===== config.mk =====
export PLATFORM = sky130hd
export DESIGN_NAME = board_renderer
export DESIGN_NICKNAME = d
export VERILOG_FILES = /design/src/rtl/board_renderer.sv
export SDC_FILE = /design/constraint.sdc
export NUM_CORES = 1
export LEC_CHECK = 0
export BUFFER_PORTS_ARGS = -buffer_cell sky130_fd_sc_hd__buf_2
export CORE_ASPECT_RATIO = 0.6
export CORE_MARGIN = 5
export CORE_UTILIZATION = 53
export CTS_CLUSTER_DIAMETER = 100
export DETAILED_ROUTE_END_ITERATION = 10
export HOLD_SLACK_MARGIN = 0.15
export PLACE_DENSITY = 0.88
export SLEW_MARGIN = 15
export SYNTH_ARGS = -nofsm -noshare
export SYNTH_HDL_FRONTEND = slang
export SYNTH_SLANG_ARGS = --single-unit

===== constraint.sdc =====
create_clock -name clock -period 4 [get_ports clock]
set_input_delay 0.4 -clock clock [delete_from_list [all_inputs] [get_ports clock]]
set_output_delay 0.4 -clock clock [all_outputs]
set_load 0.01 [all_outputs]

===== src/rtl/board_renderer.sv =====
// Board pixel path: VGA scan -> cell colour, with a per-row line buffer
// filled from the shared RAM port during horizontal blanking.
module board_renderer #(
  parameter int X0        = 220,
  parameter int Y0        = 40,
  parameter int CELL      = 20,
  parameter int COLS      = 10,
  parameter int ROWS      = 20,
  parameter int BASE_ADDR = 0,
  parameter int ADDR_W    = 12,
  parameter int DATA_W    = 32
) (
  input  logic              clock,
  input  logic              reset,
  input  logic              pix_en,
  input  logic [9:0]        x,
  input  logic [8:0]        y,
  input  logic              active,
  input  logic              hsync_i,
  input  logic              vsync_i,
  input  logic              grid_en,
  output logic              mem_req,
  output logic [ADDR_W-1:0] mem_addr,
  input  logic              mem_gnt,
  input  logic [DATA_W-1:0] mem_rdata,
  output logic              hsync_o,
  output logic              vsync_o,
  output logic [11:0]       rgb,
  output logic              underrun
);

  localparam int CW = (COLS > 1) ? $clog2(COLS) : 1;
  localparam int RW = (ROWS > 1) ? $clog2(ROWS) : 1;
  localparam int SW = $clog2(CELL);
  localparam int NB = 1 << CW;

  localparam logic [10:0]   XL    = 11'(X0);
  localparam logic [10:0]   XR    = 11'(X0 + COLS * CELL);
  localparam logic [9:0]    YT    = 10'(Y0);
  localparam logic [9:0]    YB    = 10'(Y0 + ROWS * CELL);
  localparam logic [SW-1:0] CM1   = SW'(CELL - 1);
  localparam logic [CW-1:0] CLAST = CW'(COLS - 1);

  typedef enum logic [1:0] {S_IDLE, S_REQ, S_WAIT} state_t;

  state_t                 state_q, state_d;
  logic [CW-1:0]          col_f_q, col_f_d;
  logic [ADDR_W-1:0]      addr_q, addr_d;
  logic [NB-1:0]          valid_q, valid_d;
  logic [NB-1:0][3:0]     cell_q, cell_d;

  logic                   act_prev_q, act_prev_d;
  logic [RW-1:0]          row_q, row_d;
  logic [SW-1:0]          sub_y_q, sub_y_d;
  logic [SW-1:0]          sub_x_q, sub_x_d;
  logic [CW-1:0]          col_q, col_d;

  logic                   s1_act_q, s1_act_d;
  logic                   s1_inb_q, s1_inb_d;
  logic                   s1_grid_q, s1_grid_d;
  logic [CW-1:0]          s1_col_q, s1_col_d;
  logic                   s1_hs_q, s1_hs_d;
  logic                   s1_vs_q, s1_vs_d;

  logic [11:0]            rgb_q, rgb_d;
  logic                   hs_q, hs_d;
  logic                   vs_q, vs_d;
  logic                   und_q, und_d;

  logic [9:0]             ny;
  logic                   start;
  logic                   at_x0;
  logic [SW-1:0]          sx;
  logic [CW-1:0]          cc;
  logic                   inb;
  logic [3:0]             code;
  logic [11:0]            pal;
  logic [11:0]            colour;
  logic                   und_set;
  logic                   unused_rdata;

  assign unused_rdata = ^mem_rdata[DATA_W-1:4];

  // Row tracking runs once per line, at the falling edge of active.
  always_comb begin
    ny         = {1'b0, y} + 10'd1;
    start      = 1'b0;
    row_d      = row_q;
    sub_y_d    = sub_y_q;
    act_prev_d = pix_en ? active : act_prev_q;
    if (pix_en && act_prev_q && !active) begin
      if (ny == YT) begin
        row_d   = '0;
        sub_y_d = '0;
        start   = 1'b1;
      end else if (ny > YT && ny < YB) begin
        if (sub_y_q == CM1) begin
          sub_y_d = '0;
          row_d   = row_q + RW'(1);
          start   = 1'b1;
        end else begin
          sub_y_d = sub_y_q + SW'(1);
        end
      end
    end
  end

  always_comb begin
    state_d = state_q;
    col_f_d = col_f_q;
    addr_d  = addr_q;
    valid_d = valid_q;
    cell_d  = cell_q;
    mem_req = 1'b0;
    unique case (state_q)
      S_IDLE: begin
        if (start) begin
          valid_d = '0;
          col_f_d = '0;
          addr_d  = ADDR_W'(BASE_ADDR)
                  + ADDR_W'(row_d) * ADDR_W'(COLS);
          state_d = S_REQ;
        end
      end
      S_REQ: begin
        mem_req = 1'b1;
        if (mem_gnt) state_d = S_WAIT;
      end
      S_WAIT: begin
        cell_d[col_f_q]  = mem_rdata[3:0];
        valid_d[col_f_q] = 1'b1;
        if (col_f_q == CLAST) begin
          state_d = S_IDLE;
        end else begin
          col_f_d = col_f_q + CW'(1);
          addr_d  = addr_q + ADDR_W'(1);
          state_d = S_REQ;
        end
      end
      default: state_d = S_IDLE;
    endcase
  end

  assign mem_addr = addr_q;

  // sx/cc are the position of the pixel currently on x.
  always_comb begin
    at_x0   = ({1'b0, x} == XL);
    sx      = at_x0 ? '0 : sub_x_q;
    cc      = at_x0 ? '0 : col_q;
    sub_x_d = sub_x_q;
    col_d   = col_q;
    if (pix_en) begin
      if (sx == CM1) begin
        sub_x_d = '0;
        col_d   = cc + CW'(1);
      end else begin
        sub_x_d = sx + SW'(1);
        col_d   = cc;
      end
    end
  end

  always_comb begin
    inb = ({1'b0, x} >= XL) && ({1'b0, x} < XR)
       && ({1'b0, y} >= YT) && ({1'b0, y} < YB)
       && active;
    s1_act_d  = s1_act_q;
    s1_inb_d  = s1_inb_q;
    s1_grid_d = s1_grid_q;
    s1_col_d  = s1_col_q;
    s1_hs_d   = s1_hs_q;
    s1_vs_d   = s1_vs_q;
    if (pix_en) begin
      s1_act_d  = active;
      s1_inb_d  = inb;
      s1_grid_d = inb && grid_en
               && (sx == '0 || sx == CM1
                   || sub_y_q == '0 || sub_y_q == CM1);
      s1_col_d  = cc;
      s1_hs_d   = hsync_i;
      s1_vs_d   = vsync_i;
    end
  end

  always_comb begin
    code = cell_q[s1_col_q];
    pal  = 12'h000;
    case (code[2:0])
      3'd0: pal = 12'h000;
      3'd1: pal = 12'h0FF;
      3'd2: pal = 12'hFF0;
      3'd3: pal = 12'h4F0;
      3'd4: pal = 12'hF00;
      3'd5: pal = 12'hA0F;
      3'd6: pal = 12'hE80;
      3'd7: pal = 12'h02F;
      default: pal = 12'h000;
    endcase
  end

  always_comb begin
    colour  = 12'h000;
    und_set = 1'b0;
    if (!s1_act_q) begin
      colour = 12'h000;
    end else if (s1_grid_q) begin
      colour = 12'hFFF;
    end else if (!s1_inb_q) begin
      colour = 12'h000;
    end else if (!valid_q[s1_col_q]) begin
      colour  = 12'h000;
      und_set = 1'b1;
    end else if (code[3]) begin
      colour = {1'b0, pal[11:9], 1'b0, pal[7:5], 1'b0, pal[3:1]};
    end else begin
      colour = pal;
    end
    rgb_d = pix_en ? colour  : rgb_q;
    hs_d  = pix_en ? s1_hs_q : hs_q;
    vs_d  = pix_en ? s1_vs_q : vs_q;
    und_d = und_q | (pix_en & und_set);
  end

  assign rgb      = rgb_q;
  assign hsync_o  = hs_q;
  assign vsync_o  = vs_q;
  assign underrun = und_q;

  always_ff @(posedge clock or posedge reset) begin
    if (reset) begin
      state_q    <= S_IDLE;
      col_f_q    <= '0;
      addr_q     <= '0;
      valid_q    <= '0;
      cell_q     <= '0;
      act_prev_q <= 1'b0;
      row_q      <= '0;
      sub_y_q    <= '0;
      sub_x_q    <= '0;
      col_q      <= '0;
      s1_act_q   <= 1'b0;
      s1_inb_q   <= 1'b0;
      s1_grid_q  <= 1'b0;
      s1_col_q   <= '0;
      s1_hs_q    <= 1'b1;
      s1_vs_q    <= 1'b1;
      rgb_q      <= 12'h000;
      hs_q       <= 1'b1;
      vs_q       <= 1'b1;
      und_q      <= 1'b0;
    end else begin
      state_q    <= state_d;
      col_f_q    <= col_f_d;
      addr_q     <= addr_d;
      valid_q    <= valid_d;
      cell_q     <= cell_d;
      act_prev_q <= act_prev_d;
      row_q      <= row_d;
      sub_y_q    <= sub_y_d;
      sub_x_q    <= sub_x_d;
      col_q      <= col_d;
      s1_act_q   <= s1_act_d;
      s1_inb_q   <= s1_inb_d;
      s1_grid_q  <= s1_grid_d;
      s1_col_q   <= s1_col_d;
      s1_hs_q    <= s1_hs_d;
      s1_vs_q    <= s1_vs_d;
      rgb_q      <= rgb_d;
      hs_q       <= hs_d;
      vs_q       <= vs_d;
      und_q      <= und_d;
    end
  end

endmodule


# Yosys cells after proc, flatten, opt, wreduce, memory -nomap -nowiden

Memories as Yosys holds them, arrays and structs flattened.
Index checks and enable logic that the tools add are counted.
W data, S select, Z words.

Bits in registers: 141
Bits of input ports: 59
Output and inout port bits: 28
Memories: 1
Memory bits (read-only): 96
Logic and storage cells: 134

Memory list:

| memory          | words | bits a word | rd ports | clocked after Yosys merged registers in | wr ports | line | source |
|---|---|---|---|---|---|---|---|
| (no name shown) | 8     | 12          | 1        | 0                                       | 0        | 189  | `case (code[2:0])` |

Multiplexer cells: 46
Add/sub/neg operators: 7
Bitwise gates (word level): 3
Reductions and logical operators: 23
Order comparisons: 9
Equal/unequal tests: 10
Multiply operators: 1

Operators by type and width:

| kind                    | count |
|---|---|
| $mux W12                | 7 |
| $bwmux W64              | 1 |
| $mux W5                 | 9 |
| $pmux W16 S2            | 1 |
| $mux W4                 | 6 |
| $pmux W12 S2            | 1 |
| $lt A10 B9 Y1 const B   | 2 |
| $bmux W4 S4             | 1 |
| $demux W4 S4            | 1 |
| $mux W16                | 1 |
| $or A16 B16 Y16         | 1 |
| $add A5 B1 Y5 const B   | 3 |
| $add A12 B1 Y12 const B | 1 |
| $mux W1                 | 12 |
| $add A9 B1 Y10 const B  | 1 |
| $eq A10 B6 Y1 const B   | 1 |
| $eq A10 B8 Y1 const B   | 1 |
| $eq A5 B5 Y1 const B    | 2 |
| $ge A10 B8 Y1 const B   | 1 |
| $gt A10 B6 Y1 const B   | 1 |
| $logic_and A1 B1 Y1     | 10 |
| $logic_not A5 Y1        | 2 |
| $lt A4 B5 Y1 const B    | 2 |
| $ge A9 B6 Y1 const B    | 1 |
| 21 further kinds        | 30 |

# Depth between registers and ports, before layout

Gate-level depths: netlist (run 1).

Word-level depth: 9
Mapped depth: 15
Mapped depth without buffers: 14

# Worst setup path after synthesis (run 1)

Ideal clock, no wire load.

Path type: input -> register
Start: input port y[8]
End: register addr_q[6], in the netlist mem_addr[6]
Arrival: 3151 ps
Setup time: 121 ps
Slack: 728 ps
Required time: 3879 ps
Cell stages on the path: 13
Buffers on the path: 1
Cells stage by stage: or4_4 > o41ai_1 > a31oi_1 > or2_2 > clkbuf_1 > xor2_1 > ha_1 > fa_1 > xor2_1 > nor2_1 > o211ai_1 > o221ai_1 > a22o_1

Word-level cells in the longest chain between the ends: 9
Elaborated cells on any way between the ends: 16
Those cells by class: 1 x add/sub; 1 x mul; 2 x order compare; 2 x eq/ne; 8 x mux; 2 x reduce/logical

Ends and longest elaborated chain:

| element                                               | line | source |
|---|---|---|
| start: declaration                                    | 17   | `input logic [8:0] y,` |
| $add A9 B1 Y10 (*)                                    | 86   | `ny = {1'b0, y} + 10'd1;` |
| $gt A10 B6 Y1 / $lt A10 B9 Y1 (equally long branches) | 96   | `end else if (ny > YT && ny < YB) begin` |
| $logic_and A1 B1 Y1                                   | 96   |  |
| $mux W5                                               | 96   |  |
| $mux W5 (*)                                           | 92   | `if (ny == YT) begin` |
| $mux W5 (*)                                           | 91   | `if (pix_en && act_prev_q && !active) begin` |
| net row_d[3]                                          | 53   | `logic [RW-1:0] row_q, row_d;` |
| $mul A5 B3 Y8 (*)                                     | 121  | `+ ADDR_W'(row_d) * ADDR_W'(COLS);` |
| $mux W12 (*)                                          | 117  | `if (start) begin` |
| $pmux W12 S2 (*)                                      | 115  | `unique case (state_q)` |
| end signal: assignment                                | 255  | `addr_q <= addr_d;` |
| end: declaration                                      | 48   | `logic [ADDR_W-1:0] addr_q, addr_d;` |

The timed path passes the listed nets; every way through them passes the cells marked *. The select of a mux whose other input is x is not followed.
A chain may end at the register's enable or synchronous reset.

# Worst setup path after layout (run 1)

Start: register sub_y_q[0]
End: register addr_q[6], in the netlist mem_addr[6]

Word-level cells in the longest chain between the ends: 8
Elaborated cells on any way between the ends: 14
Those cells by class: 1 x mul; 2 x eq/ne; 10 x mux; 1 x reduce/logical

Ends and longest elaborated chain:

| element                  | line | source |
|---|---|---|
| start: declaration       | 54   | `logic [SW-1:0] sub_y_q, sub_y_d;` |
| start signal: assignment | 260  | `sub_y_q <= sub_y_d;` |
| $eq A5 B5 Y1             | 97   | `if (sub_y_q == CM1) begin` |
| $mux W5                  | 97   |  |
| $mux W5                  | 96   |  |
| $mux W5                  | 92   |  |
| $mux W5                  | 91   |  |
| net row_d[2]             | 53   |  |
| $mul A5 B3 Y8            | 121  |  |
| $mux W12                 | 117  |  |
| $pmux W12 S2             | 115  |  |

The timed path passes the listed nets, and every way through them passes these cells. The select of a mux whose other input is x is not followed.

==> qor.txt, run 1 <==
die footprint - 0.01606 mm²
Tot GR Track Use - 0.2275
layout cell share with drive strength beyond 1 - 0.2771
TritonCTS Buffers - 17
Post-synth top cells - dfrtp_1, mux2_2, nand2_1
vias - 5531
run status - finished, final reports clean
post-route insts no fill - 863
WHS - 0.2078 ns
Post-Syn Area - 0.007186 mm²
max_cap viols - 0
area of the core - 0.01305 mm²
worst ir drop on vdd - 0.2899 mV
Power Density - 586.2 mW/mm²
num ports - 87
die width - 160.3 µm
# placed instances - 830
Worst-path clk slew - 0.06 ns
1st-iter DRT viols - 483
Hold Vio Cnt, Final - 0
top area cells in the synthesized netlist - dfrtp_1, mux2_2, mux4_1
first-pass GRT wire length - 29140 µm
EDFF count, synth - 0
crit path DAT - 3.97 ns
Avg Cell Area, Syn - 11.53 µm²
drt drc - 0
post-detail-place hpwl - 12120 µm
syn_nets - 698
Die H - 100.2 µm
Max Slew Vio Count - 0
post-route cell area - 0.008215 mm²
RSZ-0062 raised after global routing - false
ANT cells - 0
Seq cells post-synth - 139
Worst setup SP type - register
maximum buffer depth of the clock tree - 2
vias in the first global route - 5725
Setup Total Neg Slack - 0 ns
Worst slew margin - 0.2881
area grow syn2layout - 14.33%
PnR worst setup slack - 0.3310 ns
Tcrit/Tclk final - 0.9173
Worst Clk Skew - 0.007477 ns
Async SR Flop Fraction - 1.000
Lkg Pwr - 3.683 nW
TritonRoute pass-1 iters - 6
Synth area leader - dfrtp_1
Port-buffer cells - 58
Yosys Warn Count - 0
Root Driver - clkbuf_16
htree depth - 4
worst skew pair latency - 0.41 ns
RePlAce Congestion - 0.9019
share of the synthesized area in the top cell type - 0.4701
min-delay worst type - in -> reg
grt ovf - 0
Syn Inst Count - 623
clock sinks - 139
Routed Antenna Nets - 0
pin count of the biggest net entering global routing - 111
Setup Buffers After CTS - 0
count leader, synth - dfrtp_1
Initial Util - 0.5505
Util after Layout - 0.6294
Yosys cell types - 70
WS Path Type - reg -> reg
dpl cell area - 0.007630 mm²
crit-path max FO - 5
initial antenna violation count - 0
Post-synth top flop - dfrtp_1
CTS tree - done
final setup vio count - 0
Seq/Total Area, Yosys - 0.4848
FMAX - 272.6 MHz
Critical Path RT - 4.30 ns
Vias per Instance - 6.409
Site Rows - 32
overall power - 4.816 mW
dpl ws - 0.2726 ns
final WL - 17770 µm
final-stage net count - 755
average wire per cell in the routed design - 20.59 µm
Critical Path Sink Type - register
worst-margin pin slew - 1.060 ns
Period minus WS final - 3.669 ns
## path summary, 6_finish.rpt
check,startpoint,to,slack [ns],depth (start not counted)
worst max-delay path,sub_y_q[0],mem_addr[6],0.33,12
worst min-delay path,mem_gnt,state_q[0],0.21,2
worst max register to register,sub_y_q[0],mem_addr[6],0.33,12
worst min register to register,underrun,underrun,0.46,1
max in group asynchronous,reset,valid_q[15],2.37,4
min in group asynchronous,reset,rgb[10],0.64,3
## critical path: stages (launching register included)
cell and delay [ns]:
dfrtp_1 0.43, ha_1 0.26, nand4bb_1 0.29, nor4_2 0.48, nand2_1 0.09, o21ai_0 0.38, ha_1 0.36, fa_1 0.48
xor2_1 0.23, nor2_1 0.07, o211ai_1 0.12, o221ai_1 0.17, a22o_1 0.20
## logic make-up (layout without fill, tap and decap cells)
family                   Yosys count  after routing  synth area share
AND/OR/NAND/NOR                  181            181            0.1271
adder cells (fa/ha/maj)           16             16           0.02890
AO/OA/AOI/OAI                    114            114            0.1048
XOR/XNOR                          10             10           0.01219
buffers and inverters             58            128           0.03430
flip-flops                       139            139            0.4848
multiplexers                     105            105            0.2079
## per-layer routing
layer | part of all wire | up-vias | wire length (µm) | global-route usage
met5 | 0 | - | 0 | 0
met4 | 0.028 | 0 | 492 | 0.07733
met3 | 0.087 | 69 | 1541 | 0.06976
met2 | 0.46 | 294 | 8184 | 0.3538
met1 | 0.42 | 2742 | 7549 | 0.3085
li1 | - | 2426 | - | -
## registers in the layout (all words and copies together), names as in the netlist, 2 cells and up
register / cells
row_q: 5
rgb: 10
mem_addr: 12
col_f_q: 4
s1_col_q: 4
cell_q: 64
valid_q: 16
col_q: 4
sub_y_q: 5
sub_x_q: 5
state_q: 2
## where the power goes
part | leakage [nW] | total (mW) | internal, mW | switching, mW
clock | 0.278 | 1.52 | 0.945 | 0.572
combinational | 1.76 | 1.24 | 0.647 | 0.592
sequential | 1.64 | 2.06 | 1.72 | 0.338
## area by class of cell
class	count	area (µm²)
timing repair buffer	66	365.4
tap	170	212.7
sequential	139	3483
multi-input combinational	426	3473
inverter	30	116.4
clock buffer	24	471.7
clock inverter	8	92.59
fill	954	4837
## timing repair
item / in CTS / in global routing
gates resized for setup: 0 / 2
hold buffers: 1 / 0
endpoints found under the setup margin: 0 / 1
hold endpoints to repair: 25 / 0
## layout by cell type (no fill, tap or decap), drive strengths merged, types with 3 or more instances in the layout
| master | Yosys | final |
|---|---|---|
| nand3b | 3 | 3 |
| nor2 | 25 | 25 |
| o2bb2ai | 4 | 4 |
| a21oi | 8 | 8 |
| xor2 | 9 | 9 |
| buf | 7 | 65 |
| ha | 15 | 15 |
| nor2b | 4 | 4 |
| mux2 | 75 | 75 |
| clkinv | 0 | 5 |
| a31oi | 7 | 7 |
| nor3 | 10 | 10 |
| nand4 | 6 | 6 |
| nand2b | 5 | 5 |
| or3 | 4 | 4 |
| mux2i | 6 | 6 |
| o31ai | 4 | 4 |
| mux4 | 24 | 24 |
| o21ai | 47 | 47 |
| a21boi | 5 | 5 |
| and3 | 5 | 5 |
| nor4b | 3 | 3 |
| and2 | 8 | 8 |
| clkbuf | 21 | 24 |
| inv | 30 | 29 |
| dfrtp | 135 | 135 |
| nand3 | 24 | 24 |
| dfstp | 4 | 4 |
| a211oi | 3 | 3 |
| o41ai | 3 | 3 |
| nor4 | 6 | 6 |
| nand2 | 66 | 66 |
| o22ai | 4 | 4 |
| a21o | 4 | 4 |
Note: power is estimated with default switching activity, not from simulation.
==> run 2: changes to the inputs <==
--- a/config.mk
+++ b/config.mk
@@ -7,12 +7,12 @@
 export LEC_CHECK = 0
 export BUFFER_PORTS_ARGS = -buffer_cell sky130_fd_sc_hd__buf_2
 export CORE_ASPECT_RATIO = 0.6
-export CORE_MARGIN = 5
-export CORE_UTILIZATION = 53
+export CORE_MARGIN = 1
+export CORE_UTILIZATION = 59
 export CTS_CLUSTER_DIAMETER = 100
 export DETAILED_ROUTE_END_ITERATION = 10
 export HOLD_SLACK_MARGIN = 0.15
-export PLACE_DENSITY = 0.88
+export PLACE_DENSITY = 0.92
 export SLEW_MARGIN = 15
 export SYNTH_ARGS = -nofsm -noshare
 export SYNTH_HDL_FRONTEND = slang
==> constraint.sdc (replaced) <==
create_clock -name clock -period 3.59 [get_ports clock]
set_input_delay 0.359 -clock clock [delete_from_list [all_inputs] [get_ports clock]]
set_output_delay 0.359 -clock clock [all_outputs]
set_load 0.01 [all_outputs]
==> run 2 against run 1 <==
  * The flow now finishes with violations (design-rule violations)
  * Die area shrank 21%
  * Sequential cell count is the same
  * Critical path depth grew 1
  * Combinational power grew 15%
  * Worst hold slack lost 0.037 ns
  * Sequential power grew 9.7%
  * Clock-buffer cell count shrank 7
  * Sequential share of layout area shrank 0.38 points
  * First-iteration DRC count grew 24%
  * Critical path type unchanged
  * Largest cell class is now multi-input combinational cells
==> qor.txt, run 2 (synthesized netlist as in run 1, its figures left out) <==
Site Rows - 30 (-6.3%)
vias in the first global route - 5465 (-4.5%)
vias - 5578 (+0.85%)
Routed Antenna Nets - 0 (unchanged)
global routing usage on met1 - 0.4133 (+0.1048)
met3 usage - 0.07971 (+0.009956)
average wire per cell in the routed design - 20.85 µm (+1.3%)
Cell Chain, Critical Path - ha_2, nand4bb_2, nor3_2, a31oi_1, or2_2, xor2_1, ha_1, fa_1, xor2_2, nor2_1, o211ai_1, o221ai_1, a22o_1
most frequent cells in the layout - dfrtp_1, mux2_2, nand2_1
slowest stage delay, CP - 0.43 ns (-0.05 ns)
Worst path slowest cell - or2_2
ANT cells - 0 (unchanged)
violated checks - design-rule violations
Vias per Instance - 6.486 (+1.2%)
reg2reg start - sub_y_q[1]
Period minus WS final - 3.515 ns (-0.1540 ns)
area occupied by multi-input gates - 0.003492 mm² (+0.54%)
clock sinks - 139 (unchanged)
# placed instances - 826 (-0.48%)
first-pass GRT wire length - 28500 µm (-2.2%)
min-delay worst type - in -> async
Power Density - 653.9 mW/mm² (+12%)
Initial Util - 0.6215 (+0.07102)
crit path DAT - 3.83 ns (-0.14 ns)
pin count of the biggest net entering global routing - 59 (-47%)
Hold Vio Cnt, Final - 0 (unchanged)
Die H - 87.49 µm (-13%)
Util after Layout - 0.7171 (+0.08769)
Lkg Pwr - 3.710 nW (+0.73%)
layout cell share with drive strength beyond 1 - 0.2986 (+0.02152)
Port-buffer cells - 58 (unchanged)
Root Driver - clkbuf_16
gr busiest metal - met2
die footprint - 0.01264 mm² (-21%)
M2 GR Usage - 0.4886 (+0.1348)
Setup crit start - sub_y_q[1]
Worst setup SP type - register
worst-margin pin slew - 1.052 ns (-0.008114 ns)
FMAX - 284.5 MHz (+4.4%)
Worst Clk Skew - 0.01053 ns (+0.003057 ns)
Tcrit/Tclk final - 0.9791 (+0.06185)
grt ovf - 0 (unchanged)
worst skew pair latency - 0.42 ns (about the same)
Worst slew margin - 0.2975 (+0.009369)
Tot GR Track Use - 0.3067 (+0.07921)
Worst-path clk slew - 0.07 ns (about the same)
TritonCTS Buffers - 17 (unchanged)
area grow syn2layout - 15.38%
area of the core - 0.01156 mm² (-11%)
max_cap viols - 0 (unchanged)
final-stage net count - 762 (+0.93%)
Critical Path RT - 3.90 ns (-0.40 ns)
drt drc - 1 (+1)
area occupied by registers - 0.003483 mm² (unchanged)
post-detail-place hpwl - 12300 µm (+1.5%)
WHS - 0.1707 ns (-0.03708 ns)
num ports - 87 (unchanged)
final WL - 17940 µm (+0.95%)
Largest register FFs - 64 (unchanged)
final setup vio count - 0 (unchanged)
worst ir drop on vdd - 0.4031 mV (+39%)
Critical Path Sink Type - register
initial antenna violation count - 0 (unchanged)
commonest non-fill, non-tap cell in the layout - dfrtp_1
run status - complete, but fails checks
die width - 144.5 µm (-9.9%)
Max Slew Vio Count - 0 (unchanged)
1st-iter DRT viols - 601 (+24%)
post-route insts no fill - 860 (-0.35%)
overall power - 5.421 mW (+13%)
Largest Register - cell_q
RePlAce Congestion - 0.9080 (+0.68%)
TritonRoute pass-1 iters - 10 (+4)
buffers and inverters on the worst path - 0 (unchanged)
# fillers - 761 (-20%)
WS Path Type - reg -> reg
htree depth - 4 (unchanged)
CTS tree - done
Top delay family on crit path - simple AND/OR/NAND/NOR gates
crit-path max FO - 5 (unchanged)
maximum buffer depth of the clock tree - 2 (unchanged)
## run 2: changes by cell type in the layout (fill, tap and decap cells not counted), moves of 2 or more
cell,previous run,this run
clkinvlp_4,2,5
clkbuf_8,2,0
clkbuf_1,5,0
inv_8,0,3
buf_4,6,13
clkinv_2,5,0
clkinv_4,0,2
inv_6,0,5
## run 2: report_power, final
group | switching [mW] | internal [mW] | leakage (nW)
clock | 0.752 | 0.979 | 0.273
sequential | 0.340 | 1.92 | 1.64
combinational | 0.707 | 0.724 | 1.80
## run 2: layout make-up
class,instances,area share
Clock inverter,15,0.01871
Multi-Input combinational cell,426,0.4212
Tap cell,160,0.02415
Clock buffer,17,0.05131
Sequential cell,139,0.4202
Timing Repair Buffer,73,0.05041
Inverter,30,0.01404
## run 2: worst reg2reg max path, stage by stage (launching register included)
cell       delay [ns]
dfrtp_1          0.39
ha_2             0.23
nand4bb_2        0.23
nor3_2           0.25
a31oi_1          0.24
or2_2            0.43
xor2_1           0.17
ha_1             0.24
fa_1             0.44
xor2_2           0.20
nor2_1           0.07
o211ai_1         0.13
o221ai_1         0.20
a22o_1           0.21
## run 2: worst paths after layout
check                          endpoint  slack (ns)  depth (start not counted)
max in group asynchronous    cell_q[17]        2.43                          3
min in group clock              s1_vs_q        0.17                          2
hold reg to reg                underrun        0.46                          1
setup / recovery            mem_addr[6]        0.08                         13
setup reg to reg            mem_addr[6]        0.08                         13
hold / removal             mem_addr[11]        0.17                          2
## run 2: metrics by stage
step / TNS (ns) / setup WS, ns / instance area (µm²)
2_1_floorplan: 0 / 0.3594 / 7189
3_3_place_gp: 0 / 0.1171 / 7662
3_5_place_dp: -0.09589 / -0.09589 / 7662
4_1_cts: 0 / 0.01633 / 8253
5_1_grt: -0.03699 / -0.03699 / 8290
6_report: 0 / 0.07502 / 8290
## run 2: timing repair
action / 4_1_cts / 5_1_grt
hold buffers: 1 / 0
endpoints found under the hold margin: 1 / 0
resized for setup: 0 / 8
buffers inserted: 0 / 1
endpoints found under the setup margin: 0 / 2
## run 2: metal layers
layer / share of wire / wire, µm
met1: 0.42 / 7541
met2: 0.47 / 8425
met3: 0.088 / 1584
met4: 0.021 / 384
met5: 0 / 0
